--- config.mk ---
export PLATFORM = sky130hd
export DESIGN_NAME = sdram_slot_arbiter
export DESIGN_NICKNAME = d
export VERILOG_FILES = /design/src/rtl/sdram_slot_arbiter.sv
export SDC_FILE = /design/constraint.sdc
export NUM_CORES = 1
export LEC_CHECK = 0
export BUFFER_PORTS_ARGS = -buffer_cell sky130_fd_sc_hd__buf_2
export CAP_MARGIN = 15
export CORE_ASPECT_RATIO = 1.2
export CORE_MARGIN = 8
export CORE_UTILIZATION = 51
export CTS_CLUSTER_SIZE = 14
export DETAILED_ROUTE_END_ITERATION = 8
export GPL_TIMING_DRIVEN = 0
export PLACE_DENSITY = 0.8
export SYNTH_ARGS = -nofsm -noshare
export SYNTH_HDL_FRONTEND = slang
export SYNTH_SLANG_ARGS = --single-unit
export TNS_END_PERCENT = 50
--- constraint.sdc ---
create_clock -name sysclk -period 1.6 [get_ports sysclk]
set_input_delay 0.16 -clock sysclk [delete_from_list [all_inputs] [get_ports sysclk]]
set_output_delay 0.16 -clock sysclk [all_outputs]
set_load 0.005 [all_outputs]
--- src/rtl/sdram_slot_arbiter.sv ---
// Fixed-length SDRAM slot arbiter: one owner per slot, picked at the last cycle of the
// previous slot from chip/rtg/aud/cpu/host requests, with interleaved auto-refresh.
module sdram_slot_arbiter #(
    parameter int SLOT_CYCLES   = 8,
    parameter int RTG_MAX_RUN   = 4,
    parameter int REFRESH_SLOTS = 64,
    parameter int HOST_TIMEOUT  = 8
) (
    input  logic       sysclk,
    input  logic       reset_n,
    input  logic       chip_req,
    input  logic       rtg_req,
    input  logic       rtgpri,
    input  logic       aud_req,
    input  logic       cpu_req,
    input  logic       host_req,
    output logic [4:0] grant,
    output logic       refresh,
    output logic       slot_first,
    output logic [5:0] slot_cnt
);

    localparam int             RFW        = (REFRESH_SLOTS > 1) ? $clog2(REFRESH_SLOTS) : 1;
    localparam logic [5:0]     LAST_CNT   = 6'(SLOT_CYCLES - 1);
    localparam logic [RFW-1:0] REF_LAST   = RFW'(REFRESH_SLOTS - 1);
    localparam logic [3:0]     RUN_LIMIT  = 4'(RTG_MAX_RUN);
    localparam logic [4:0]     HOST_LIMIT = 5'(HOST_TIMEOUT);

    typedef enum logic [2:0] {
        SEL_IDLE,
        SEL_REF,
        SEL_CHIP,
        SEL_RTG,
        SEL_RTGF,
        SEL_AUD,
        SEL_CPU,
        SEL_HOST
    } sel_e;

    logic [1:0]     r_sync;
    logic           r_rst_n;
    logic [5:0]     r_slot_cnt;
    logic           r_slot_first;
    logic [4:0]     r_grant;
    logic           r_refresh;
    logic [RFW-1:0] r_ref_cnt;
    logic           r_ref_due;
    logic           r_ref_post;
    logic [2:0]     r_rtg_run;
    logic [3:0]     r_host_wait;

    logic [5:0]     w_cnt_next;
    logic           w_decide;
    logic           w_rtg_ok;
    logic           w_host_late;
    logic           w_ref_wrap;
    sel_e           w_sel;
    logic [4:0]     w_grant_nxt;
    logic [2:0]     w_run_inc;
    logic [2:0]     w_run_nxt;
    logic [3:0]     w_hw_nxt;

    // Assert asynchronously, release two edges later. r_rst_n duplicates r_sync[1] so the
    // net used as an async reset is never also read as data.
    always_ff @(posedge sysclk or negedge reset_n) begin
        if (!reset_n) begin
            r_sync  <= 2'b00;
            r_rst_n <= 1'b0;
        end else begin
            r_sync  <= {r_sync[0], 1'b1};
            r_rst_n <= r_sync[0];
        end
    end

    assign w_cnt_next = (r_slot_cnt == LAST_CNT) ? 6'd0 : r_slot_cnt + 6'd1;
    assign w_decide   = (r_slot_cnt == LAST_CNT);

    // Raised on the release edge itself so the very first slot after reset is flagged too.
    always_ff @(posedge sysclk or negedge reset_n) begin
        if (!reset_n)
            r_slot_first <= 1'b0;
        else if (!r_sync[1])
            r_slot_first <= r_sync[0];
        else
            r_slot_first <= (w_cnt_next == 6'd0);
    end

    assign w_rtg_ok    = rtg_req && (rtgpri || ({1'b0, r_rtg_run} < RUN_LIMIT));
    assign w_host_late = ({1'b0, r_host_wait} >= HOST_LIMIT);
    assign w_ref_wrap  = (r_ref_cnt == REF_LAST);
    assign w_run_inc   = (r_rtg_run == 3'd7) ? r_rtg_run : r_rtg_run + 3'd1;

    always_comb begin
        w_sel = SEL_IDLE;
        if (r_ref_post)                 w_sel = SEL_REF;
        else if (chip_req)              w_sel = SEL_CHIP;
        else if (r_ref_due)             w_sel = SEL_REF;
        else if (w_rtg_ok)              w_sel = SEL_RTG;
        else if (aud_req)               w_sel = SEL_AUD;
        else if (host_req && w_host_late) w_sel = SEL_HOST;
        else if (cpu_req)               w_sel = SEL_CPU;
        else if (host_req)              w_sel = SEL_HOST;
        else if (rtg_req)               w_sel = SEL_RTGF;
    end

    always_comb begin
        w_grant_nxt = 5'b00000;
        w_run_nxt   = 3'd0;
        case (w_sel)
            SEL_CHIP: w_grant_nxt = 5'b00001;
            SEL_RTG: begin
                w_grant_nxt = 5'b00010;
                w_run_nxt   = rtgpri ? r_rtg_run : w_run_inc;
            end
            SEL_RTGF: begin
                w_grant_nxt = 5'b00010;
                w_run_nxt   = w_run_inc;
            end
            SEL_AUD:  w_grant_nxt = 5'b00100;
            SEL_CPU:  w_grant_nxt = 5'b01000;
            SEL_HOST: w_grant_nxt = 5'b10000;
            default:  w_grant_nxt = 5'b00000;
        endcase
        w_hw_nxt = 4'd0;
        if (host_req && (w_sel != SEL_HOST))
            w_hw_nxt = (r_host_wait == 4'd15) ? r_host_wait : r_host_wait + 4'd1;
    end

    always_ff @(posedge sysclk or negedge r_rst_n) begin
        if (!r_rst_n) begin
            r_slot_cnt  <= 6'd0;
            r_grant     <= 5'b00000;
            r_refresh   <= 1'b0;
            r_ref_cnt   <= '0;
            r_ref_due   <= 1'b0;
            r_ref_post  <= 1'b0;
            r_rtg_run   <= 3'd0;
            r_host_wait <= 4'd0;
        end else begin
            r_slot_cnt <= w_cnt_next;
            if (w_decide) begin
                r_grant     <= w_grant_nxt;
                r_refresh   <= (w_sel == SEL_REF);
                r_rtg_run   <= w_run_nxt;
                r_host_wait <= w_hw_nxt;
                r_ref_cnt   <= w_ref_wrap ? '0 : r_ref_cnt + 1'b1;
                // A wrap while already due just leaves the single pending refresh in place.
                r_ref_due   <= (r_ref_due && (w_sel != SEL_REF)) || w_ref_wrap;
                r_ref_post  <= (w_sel != SEL_REF) &&
                               (r_ref_post || (r_ref_due && (w_sel == SEL_CHIP)));
            end
        end
    end

    assign grant      = r_grant;
    assign refresh    = r_refresh;
    assign slot_first = r_slot_first;
    assign slot_cnt   = r_slot_cnt;

endmodule

Word-level counts from Yosys, hierarchy flattened --
Index checks and enable logic that the tools add are counted. Widths: inputs -> output; s select.
Cells by class: equal/unequal tests 15, mux-type cells 18, reduce and logical (&&, ||, !) cells 13, $lt $le $gt $ge 2, add/sub/neg operators 4
Operator list (number):
- $mux 3 | 11
- $pmux 5 s5 | 1
- $eq 3x3->1 const B | 5
- $add 6x1->6 const B | 2
- $mux 6 | 2
- $mux 4 | 2
- $eq 3x2->1 const B | 2
- $eq 6x3->1 const B | 1
- $eq 6x6->1 const B | 1
- $logic_and 1x1->1 | 6
- $logic_not 6->1 | 1
- $pmux 3 s2 | 1
- $add 4x1->4 const B | 1
- $eq 4x4->1 const B | 1
- $ge 4x4->1 const B | 1
- $ne 2x2->1 const B | 2
- $reduce_and 2->1 | 2
- $add 3x1->3 const B | 1
- $eq 3x1->1 const B | 1
- $logic_or 1x1->1 | 3
- $lt 3x3->1 const B | 1
- $ne 3x1->1 const B | 1
- $ne 3x3->1 const B | 1
- $reduce_or 2->1 | 1
- $mux 1 | 1
Storage, ports and cells: register bits after elaboration 31, word-level logic and storage cells 63

Depth between registers and ports, before layout --
Gate-level depths: netlist (run 1).
word-level depth 13, mapped depth 7, mapped depth without buffers 5

Worst setup path before layout (run 1) --
No wires, ideal clock.
path kind reg-to-reg, start point register r_slot_cnt[0], in the netlist slot_cnt[0], end point register r_ref_cnt[5], clock period less this slack 1.684 ns, path slack -0.084 ns, arrival time 1.551 ns, stages on the path, launching flop included 8, required time 1.467 ns, cells stage by stage dfrtp_1 ha_1 nand4bb_4 or2_1 buf_6 buf_6 o31ai_1 o41ai_1
Between the ends: cells in the longest elaborated chain, start to end 1
RTL lines:
- start, declared | RTL line 42 | logic [5:0] r_slot_cnt;
- start signal, assigned | RTL line 140 | r_slot_cnt <= w_cnt_next;
- $eq 6x3->1 | RTL line 76 | assign w_decide = (r_slot_cnt == LAST_CNT);
- end signal, assigned | RTL line 146 | r_ref_cnt <= w_ref_wrap ? '0 : r_ref_cnt + 1'b1;
- end, declared | RTL line 46 | logic [RFW-1:0] r_ref_cnt;
Every way passes these cells. A chain may end at the register's enable or synchronous reset.

Worst setup path in the final report (run 1) --
start point register r_ref_post, end point register r_host_wait[3]
Between the ends: cells in the longest elaborated chain, start to end 5, elaborated cells on any way between the ends 6
RTL lines:
- start, declared | RTL line 48 | logic r_ref_post;
- start signal, assigned | RTL line 149 | r_ref_post <= (w_sel != SEL_REF) &&
- $mux 3 (*) | RTL line 95 | if (r_ref_post) w_sel = SEL_REF;
- $ne 3x3->1 (*) | RTL line 125 | if (host_req && (w_sel != SEL_HOST))
- $logic_and 1x1->1 (*) | RTL line 125
- $ne 2x2->1 (no source line)
- $reduce_and 2->1 (no source line)
- end signal, assigned | RTL line 145 | r_host_wait <= w_hw_nxt;
- end, declared | RTL line 50 | logic [3:0] r_host_wait;
Mark *: on every way between the ends. The rest lies on a longest branch, timed or not.

==> results of run 1 <==
## logic make-up after synthesis
family,Yosys count,share of synthesized area (%)
XOR/XNOR,7,4.026
other,1,0.2463
AO/OA/AOI/OAI,39,20.38
AND/OR/NAND/NOR,48,16.93
multiplexers,2,1.397
buffers and inverters,7,2.793
flip-flops,30,49.30
adder cells (fa/ha/maj),6,4.930
## per-layer routing
layer	GRT usage (%)	vias to the layer above	share of wire, %
met4	8.495	0	1.5
met2	28.42	15	57
met5	0	-	0
met1	14.55	617	38
met3	4.412	7	3.5
li1	-	611	-
## cell usage in the layout (no fill, tap or decap), types with 2 or more instances in the layout
master	netlist	routed
nor3_1	3	3
dfrtp_2	0	2
clkbuf_4	0	6
buf_6	2	3
o21ai_2	0	2
o31ai_4	1	2
ha_1	6	5
buf_4	0	13
nand2b_1	4	4
o21a_1	2	2
nor2_1	7	7
o41ai_2	1	3
nand2_1	16	16
xnor2_1	6	6
o21ai_0	5	3
buf_2	1	20
a22o_1	2	2
dfrtp_1	30	28
a21oi_1	5	5
nand3_1	6	6
o31ai_1	5	3
clkbuf_1	1	2
inv_1	3	3
## how the worst max path moves through the flow
stage | startpoint | to | slack, ps | depth (start not counted)
3_3_place_gp | r_rst_n | slot_first | -120 | 2
4_1_cts | r_ref_due | r_host_wait[3] | -110 | 4
2_1_floorplan | slot_cnt[0] | r_ref_cnt[5] | -10 | 7
3_5_place_dp | r_ref_post | r_host_wait[0] | -160 | 4
6_report | r_ref_post | r_host_wait[3] | -50 | 4
5_1_grt | slot_cnt[1] | grant[0] | -110 | 6
## power groups by stage
stage          registers, mW  clock network, mW  logic (mW)
2_1_floorplan          0.813                  0      0.0504
3_3_place_gp           0.817                  0      0.0847
3_5_place_dp           0.819                  0      0.0892
4_1_cts                0.804              0.418       0.105
5_1_grt                0.809              0.451       0.124
6_report               0.803              0.403       0.112
## worst reg2reg max path, stage by stage, from the launching register on
cell	delay [ps]
dfrtp_2	430
or3_4	380
a211o_4	300
o31ai_4	290
a22oi_2	130
## stage by stage
stage / area, sq um / utilization (%) / TNS, ps / hold WS [ps] / power (mW)
2_1_floorplan: 1535 / - / -12.16 / -135.6 / 0.8633
6_report: 2003 / 71.25 / -286.1 / 126.1 / 1.318
3_3_place_gp: 1678 / 59.68 / -1427 / -45.68 / 0.9013
3_5_place_dp: 1678 / 59.68 / -2284 / -42.66 / 0.9080
5_1_grt: 2003 / 71.25 / -1099 / 116.3 / 1.384
4_1_cts: 1872 / 66.58 / -636.6 / 108.2 / 1.327
## sequential cells by signal, summed over array words and instances (netlist names)
signal,count
slot_first,1
slot_cnt,6
refresh,1
r_ref_post,1
r_host_wait,4
r_ref_due,1
r_rst_n,1
r_ref_cnt,6
r_rtg_run,3
r_sync,1
grant,5
## synthesized netlist by cell type (2+ instances only)
cell	count	area (sq um)
dfrtp_1	30	750.7
nand2_1	16	60.06
nor2_1	7	26.28
ha_1	6	75.07
nand3_1	6	30.03
xnor2_1	6	52.55
a21oi_1	5	25.02
o21ai_0	5	25.02
o31ai_1	5	37.54
nand2b_1	4	25.02
o41ai_1	4	35.03
inv_1	3	11.26
nor3_1	3	15.01
a211o_1	2	17.52
a211oi_1	2	15.01
a22o_1	2	17.52
buf_6	2	22.52
o21a_1	2	15.01
or3_1	2	12.51
## repair_timing
item,CTS,global route
setup buffers,10,4
hold buffers,1,0
gates cloned,0,1
setup endpoints to repair,21,19
endpoints found under the hold margin,3,0
resized for setup,15,14
pin swaps,9,13
## layout make-up
type,count,area [sq um]
clock buffer,7,45.04
buffer,4,46.29
tap,34,42.54
sequential,30,753.2
fill,211,808.3
timing repair buffer,36,247.7
inverter,3,11.26
multi-input combinational,103,857.1
==> out/metrics.yaml, run 1 <==
setup_path:
  critPathBufInv: 0
  critPathMaxStageDelay_ps: 430
  r2r_end: "r_host_wait[3]"
  worstPathMaxFanout: 4
  arrival_ps: 1850
  required_ps: 1800
  r2r-start: "r_ref_post"
  crit_family: "compound AO/OA/AOI/OAI gates"
  crit_chain: "or3_4 > a211o_4 > o31ai_4 > a22oi_2"
  path_class: "register to register"
  slowest_stage: "dfrtp_2"
  crit_path_end_kind: "register"
  start_kind: "register"
  r2r_cells: 4
  r2r_setup_slack_ps: -50
global_routing:
  grt_pass1_vias: 1325
  grt_pass1_wl_mm: 5.816
  overflow: 0
  antenna_found_initial: 0
  track_usage_pct: 15.20
  grt_max_degree: 30
power_and_ir_drop:
  intPower_mw: 0.9951
  seqPwrFrac_pct: 60.9
  ir_worst_vdd_mv: 0.5450
  comb_power_share_pct: 8.5
  p_sw_share_pct: 24.49
  p_sw_mw: 0.3228
  p_clk_share_pct: 30.6
  leakage_nw: 0.9415
  p_per_area_nw_per_um2: 657.9
worst_hold_path:
  hold_depth: 2
  holdPathEnd: "grant[4]"
  min_from: "aud_req"
  hp-class: "input pin to register"
yosys:
  yosysSeqAreaShare_pct: 49.30
  synth_flop_cell: "dfrtp_1"
  async_flop_share_pct: 100.0
  synth-seq-cells: 30
  synth_edf_count: 0
  yosys_warnings: 0
  synth.distinct_cells: 47
  syn_nets: 154
  synth_cells: 140
  syn_area_per_cell_sq_um: 10.88
  synth_area_sq_um: 1523
timing:
  timing.final.crit_period_ps: 1650
  skew_ps: 4.914
  hold_viol: 0
  setup_viol: 10
  worst_slew_pin_slew_ps: 618.0
  timing.fmax_mhz: 605.9
  period_share_pct: 103.1
  max_slew_margin_pct: 58.80
  drv_slew: 0
  rsz0062_at_grt: "yes"
  finalWorstSetupSlack_ps: -50.33
final_layout:
  stdcell_count: 217
  synthToLayoutAreaGrowth_pct: 31.55
  nNetsFinal: 197
  drive_gt1_share_pct: 36.07
  diodes: 0
floorplan:
  pin_count: 21
  die_area_sq_um: 4997
  rows: 21
  die_height_um: 75.86
  die_w_um: 65.88
  initial_core_util_pct: 54.16
  coreArea_sq_um: 2811
detailed_routing:
  via_per_inst: 5.760
  ant_nets: 0
  routedWlPerCell_um: 16.53
  drc: 0
  wl_mm: 3.586
  vias: 1250
  dr.pass1.iters: 4
  drtIter0Drc: 53
status:
  violations: "setup timing"
  status: "finished, violations left"
clock_network:
  path_clk_slew_ps: 90
  cts_buffer_depth: 2
  clockRootBuffer: "clkbuf_4"
  clkSinkCount: 30
  h-tree-depth: 2
  cts_made_buffers: 5
  tritoncts: "done"
  clk_latency_ps: 320
place:
  place_ws_ps: -159.1
  numPortBuffers: 20
  dpl.hpwl_mm: 2.301
  gp_congestion: 0.8013
  dp_cells: 194
run:
  max_cap_viol_count: 0
Note: power is estimated with default switching activity, not from simulation.
==> run 2: changes to the inputs <==
Settings changed: CORE_ASPECT_RATIO 1.2 to not set.
==> run 2 against run 1 <==
Effect of this change: the run still ends with setup timing left; via count is 2.1% lower; clock-buffer cell count increased by 1; flip-flop and latch count unchanged; global-route usage decreased by 0.96 points.
==> out/metrics.yaml, run 2 (synthesis gave the netlist of run 1 again) <==
global_routing:
  gr-max-usage-layer: "met2"
  grtUsageMet1_pct: 15.41
  use_met2_pct: 24.54
  grtUsageMet3_pct: 4.379
  grt_pass1_vias: 1323
  track_usage_pct: 14.24
  overflow: 0
  grt_pass1_wl_mm: 5.699
  grt_max_degree: 30
  antenna_found_initial: 0
detailed_routing:
  drtIter0Drc: 77
  drc: 0
  dr.pass1.iters: 4
  ant_nets: 0
  via_per_inst: 5.720
  vias: 1224
  wl_mm: 3.612
  routedWlPerCell_um: 16.88
power_and_ir_drop:
  p_clk_share_pct: 38.4
  seqPwrFrac_pct: 54.2
  intPower_mw: 1.129
  comb_power_share_pct: 7.5
  p_per_area_nw_per_um2: 747.2
  p_sw_mw: 0.3543
  leakage_nw: 0.9614
  ir_worst_vdd_mv: 0.4018
  p_sw_share_pct: 23.90
floorplan:
  initial_core_util_pct: 51.57
  coreArea_sq_um: 2953
  die_w_um: 70.64
  die_height_um: 70.64
  pin_count: 21
  die_area_sq_um: 4990
  rows: 20
timing:
  timing.fmax_mhz: 591.4
  rsz0062_at_grt: "yes"
  max_slew_margin_pct: 57.58
  skew_ps: 7.330
  worst_slew_pin_slew_ps: 636.3
  timing.final.crit_period_ps: 1691
  hold_viol: 0
  finalWorstSetupSlack_ps: -90.78
  period_share_pct: 105.7
  setup_viol: 6
  drv_slew: 0
setup_path:
  r2r_end: "grant[0]"
  arrival_ps: 1900
  r2r_cells: 5
  crit_path_end_kind: "register"
  start_kind: "register"
  required_ps: 1810
  worstPathMaxFanout: 6
  r2r_setup_slack_ps: -90
  crit_start: "slot_cnt[1]"
  path_class: "register to register"
  r2r-start: "slot_cnt[1]"
final_layout:
  stdcell_count: 214
  drive_gt1_share_pct: 37.02
  synthToLayoutAreaGrowth_pct: 30.32
  layout_common_cells: "dfrtp_1 (27), buf_2 (21), nand2_1 (16)"
  layout_commonest_cell: "dfrtp_1"
  nNetsFinal: 194
  fin_util_pct: 67.20
  diodes: 0
worst_hold_path:
  hold_depth: 2
  holdPathEnd: "grant[4]"
  hp-class: "input pin to register"
  min_from: "aud_req"
clock_network:
  cts_buffer_depth: 2
  clkSinkCount: 30
  h-tree-depth: 2
  clk_latency_ps: 330
  clockRootBuffer: "clkbuf_4"
  cts_made_buffers: 5
  path_clk_slew_ps: 100
  tritoncts: "done"
status:
  status: "finished, violations left"
  violations: "setup timing"
place:
  gp_congestion: 0.8217
  dpl.hpwl_mm: 2.235
  dp_cells: 193
  numPortBuffers: 20
run:
  max_cap_viol_count: 0
run 2: changes by cell type in the layout (fill, tap and decap cells not counted), moves of 2 or more:
| cell | before | now |
|---|---|---|
| buf_6 | 3 | 0 |
| clkbuf_1 | 2 | 0 |
| clkbuf_8 | 0 | 3 |
| o21ai_1 | 0 | 3 |
| o21ai_2 | 2 | 0 |
run 2: worst max-delay path by stage:
stage | to | slack [ps] | depth (start not counted)
finish | grant[0] | -90 | 5
global route | grant[0] | -140 | 5
CTS | r_host_wait[3] | -100 | 4
detailed placement | slot_first | -260 | 2
global placement | r_rtg_run[1] | -130 | 4
floorplan | r_ref_cnt[5] | -10 | 7
run 2: per-layer routing:
layer / up-vias / part of all wire [%]
li1: 600 / -
met1: 587 / 41
met2: 29 / 51
met3: 8 / 5.1
met4: 0 / 2.4
met5: - / 0
run 2: critical path, cell delays in order, from the launching register on:
cell and delay (ps):
dfrtp_1 410, ha_4 170, nand4bb_4 130, or2_4 310, buf_8 150, o41ai_2 410
run 2: per-stage QoR:
stage,power [mW],hold WS [ps],setup WS [ps],area (sq um),setup TNS [ps]
floorplan,0.8633,-135.6,-12.16,1535,-12.16
global placement,0.9015,-46.10,-132.5,1677,-1224
detailed placement,0.9074,-42.87,-255.9,1677,-1856
CTS,1.480,91.14,-103.6,1926,-519.0
global route,1.535,95.55,-140.6,1984,-801.5
finish,1.483,104.2,-90.78,1984,-333.8
run 2: timing repair:
item                       CTS  global route
cloned                       1             0
hold endpoints to repair     3             0
gates resized for setup     16            12
setup endpoints to repair   21            20
buffers inserted             8             4
pin swaps                    6             7
hold buffers                 1             0
run 2: layout make-up:
cell class              instances  area [sq um]
plain buffers                   3         27.53
flip-flops and latches         30         754.5
inverters                       3         11.26
fillers                       234         968.4
clock buffers                   8         78.83
repair buffers                 34         227.7
multi-input cells             103         843.3
well taps                      33         41.29
run 2: power by group through the flow:
stage / Clock, mW / Sequential (mW) / Combinational (mW)
2_1_floorplan: 0 / 0.813 / 0.0504
3_3_place_gp: 0 / 0.816 / 0.0851
3_5_place_dp: 0 / 0.819 / 0.0884
4_1_cts: 0.580 / 0.804 / 0.0960
5_1_grt: 0.604 / 0.808 / 0.123
6_report: 0.569 / 0.803 / 0.111
==> run 3: changes to the inputs <==
Settings changed: SETUP_SLACK_MARGIN set to 0.02.
==> run 3 against run 2 <==
Effect of this change: the flow still finishes with violations (setup timing); sequential power hardly changed; combinational power is 15% higher; clock-buffer cell count unchanged; core utilization rose by 2.4 points; clock skew rose by 4.6 ps; maximum frequency fell by 4.6%; first-iteration DRC count is 30% higher; die area stayed put; via count up 5.2%; critical path type unchanged.
==> out/metrics.yaml, run 3 (synthesis gave the netlist of run 1 again) <==
timing:
  hold_viol: 0
  max_slew_margin_pct: 57.10
  setup_viol: 7
  timing.final.crit_period_ps: 1772
  rsz0062_at_grt: "yes"
  period_share_pct: 110.8
  drv_slew: 0
  worst_slew_pin_slew_ps: 639.6
  finalWorstSetupSlack_ps: -172.4
  timing.fmax_mhz: 564.2
  fin_setup_tns_ps: -446.6
  skew_ps: 11.92
global_routing:
  track_usage_pct: 15.63
  grt_max_degree: 30
  grt_pass1_wl_mm: 6.244
  grt_pass1_vias: 1344
  antenna_found_initial: 0
  overflow: 0
power_and_ir_drop:
  p_sw_mw: 0.3609
  ir_worst_vdd_mv: 0.5422
  p_per_area_nw_per_um2: 728.8
  leakage_nw: 0.9484
  comb_power_share_pct: 8.5
  p_sw_share_pct: 24.10
  p_clk_share_pct: 37.8
  seqPwrFrac_pct: 53.7
  intPower_mw: 1.136
run:
  max_cap_viol_count: 0
status:
  status: "finished, violations left"
  violations: "setup timing"
clock_network:
  clockRootBuffer: "clkbuf_4"
  h-tree-depth: 2
  clk_latency_ps: 330
  cts_buffer_depth: 2
  path_clk_slew_ps: 100
  tritoncts: "done"
  clkSinkCount: 30
  cts_made_buffers: 5
setup_path:
  critPathMaxStageDelay_ps: 420
  crit_path_end_kind: "register"
  start_kind: "register"
  path_class: "register to register"
  arrival_ps: 1990
  crit_chain: "buf_6 > or2_4 > a221o_1 > o21a_1 > o41ai_2"
  slowest_stage: "dfrtp_1"
  worstPathMaxFanout: 3
  required_ps: 1820
place:
  placed_area_sq_um: 1677
  dpl.hpwl_mm: 2.305
  gp_congestion: 0.8203
  numPortBuffers: 20
floorplan:
  initial_core_util_pct: 51.57
  coreArea_sq_um: 2953
  pin_count: 21
  die_height_um: 70.64
  die_w_um: 70.64
  die_area_sq_um: 4990
  rows: 20
detailed_routing:
  dr.pass1.iters: 4
  vias: 1288
  via_per_inst: 6.019
  wl_mm: 3.929
  ant_nets: 0
  drc: 0
  routedWlPerCell_um: 18.36
  drtIter0Drc: 100
final_layout:
  layout_commonest_cell: "dfrtp_1"
  diodes: 0
  fin_util_pct: 69.58
  final_area_sq_um: 2054
  nNetsFinal: 194
  synthToLayoutAreaGrowth_pct: 34.92
  layout_common_cells: "dfrtp_1 (27), buf_2 (20), nand2_1 (16)"
  fillCellCount: 214
  drive_gt1_share_pct: 40.33
worst_hold_path:
  hp-class: "input pin to register"
## run 3: cell types whose count changed in the layout (fill, tap and decap cells not counted), moves of 2 or more
cell,previous run,this run
buf_4,13,11
a21oi_1,5,3
buf_6,0,3
o41ai_2,3,5
a21oi_2,0,2
## run 3: worst max-delay path: cells and delay by family (launching register included)
kind | cells | cell delay (ps)
AOI/OAI and AO/OA | 3 | 880
and+or+nand+nor | 1 | 220
DFF | 1 | 420
buffers and inverters | 1 | 130
## run 3: power by group through the flow
stage	logic, mW	clock network, mW	registers, mW
final	0.128	0.566	0.803
after global routing	0.140	0.602	0.809
after CTS	0.102	0.572	0.804
after detailed placement	0.0897	0	0.819
after global placement	0.0851	0	0.816
after floorplan	0.0505	0	0.813
## run 3: area by class of cell
type	count	area (sq um)	area share, %
multi-input combinational	103	899.6	43.79
tap	33	41.29	2.010
clock buffer	8	78.83	3.837
timing repair buffer	34	231.5	11.27
buffer	3	37.54	1.827
inverter	3	11.26	0.5481
sequential	30	754.5	36.72
## run 3: final timing paths
path	from	cells past startpoint	slack (ps)	to
worst min register to register	r_rst_n	0	280	grant[4]
max in group asynchronous	r_rst_n	0	860	r_ref_post
worst max register to register	r_ref_due	5	-170	grant[3]
min in group asynchronous	reset_n	2	150	r_rst_n
worst min-delay path	aud_req	2	120	grant[4]
worst max-delay path	r_ref_due	5	-170	grant[3]
## run 3: repair_timing
action,CTS,global route
endpoints found under the setup margin,21,20
gates cloned,1,0
hold endpoints to repair,3,0
setup buffers,10,2
resized for setup,17,24
hold buffers,1,0
pin swaps,10,16
## run 3: layer usage
metal,track usage (%),vias up,part of all wire [%]
met2,26.49,44,52
met4,7.852,0,2.8
met3,4.802,11,5.5
met1,17.28,637,39
li1,-,596,-
met5,0,-,0
## run 3: through the flow
stage / power [mW] / cells / setup slack (ps) / hold WS [ps]
global placement: 0.9014 / 193 / -131.4 / -45.83
detailed placement: 0.9085 / 193 / -235.4 / -42.86
floorplan: 0.8633 / 140 / 3.944 / -135.6
global route: 1.551 / 214 / -231.1 / 119.3
finish: 1.497 / 214 / -172.4 / 116.8
CTS: 1.478 / 212 / -73.77 / 99.07
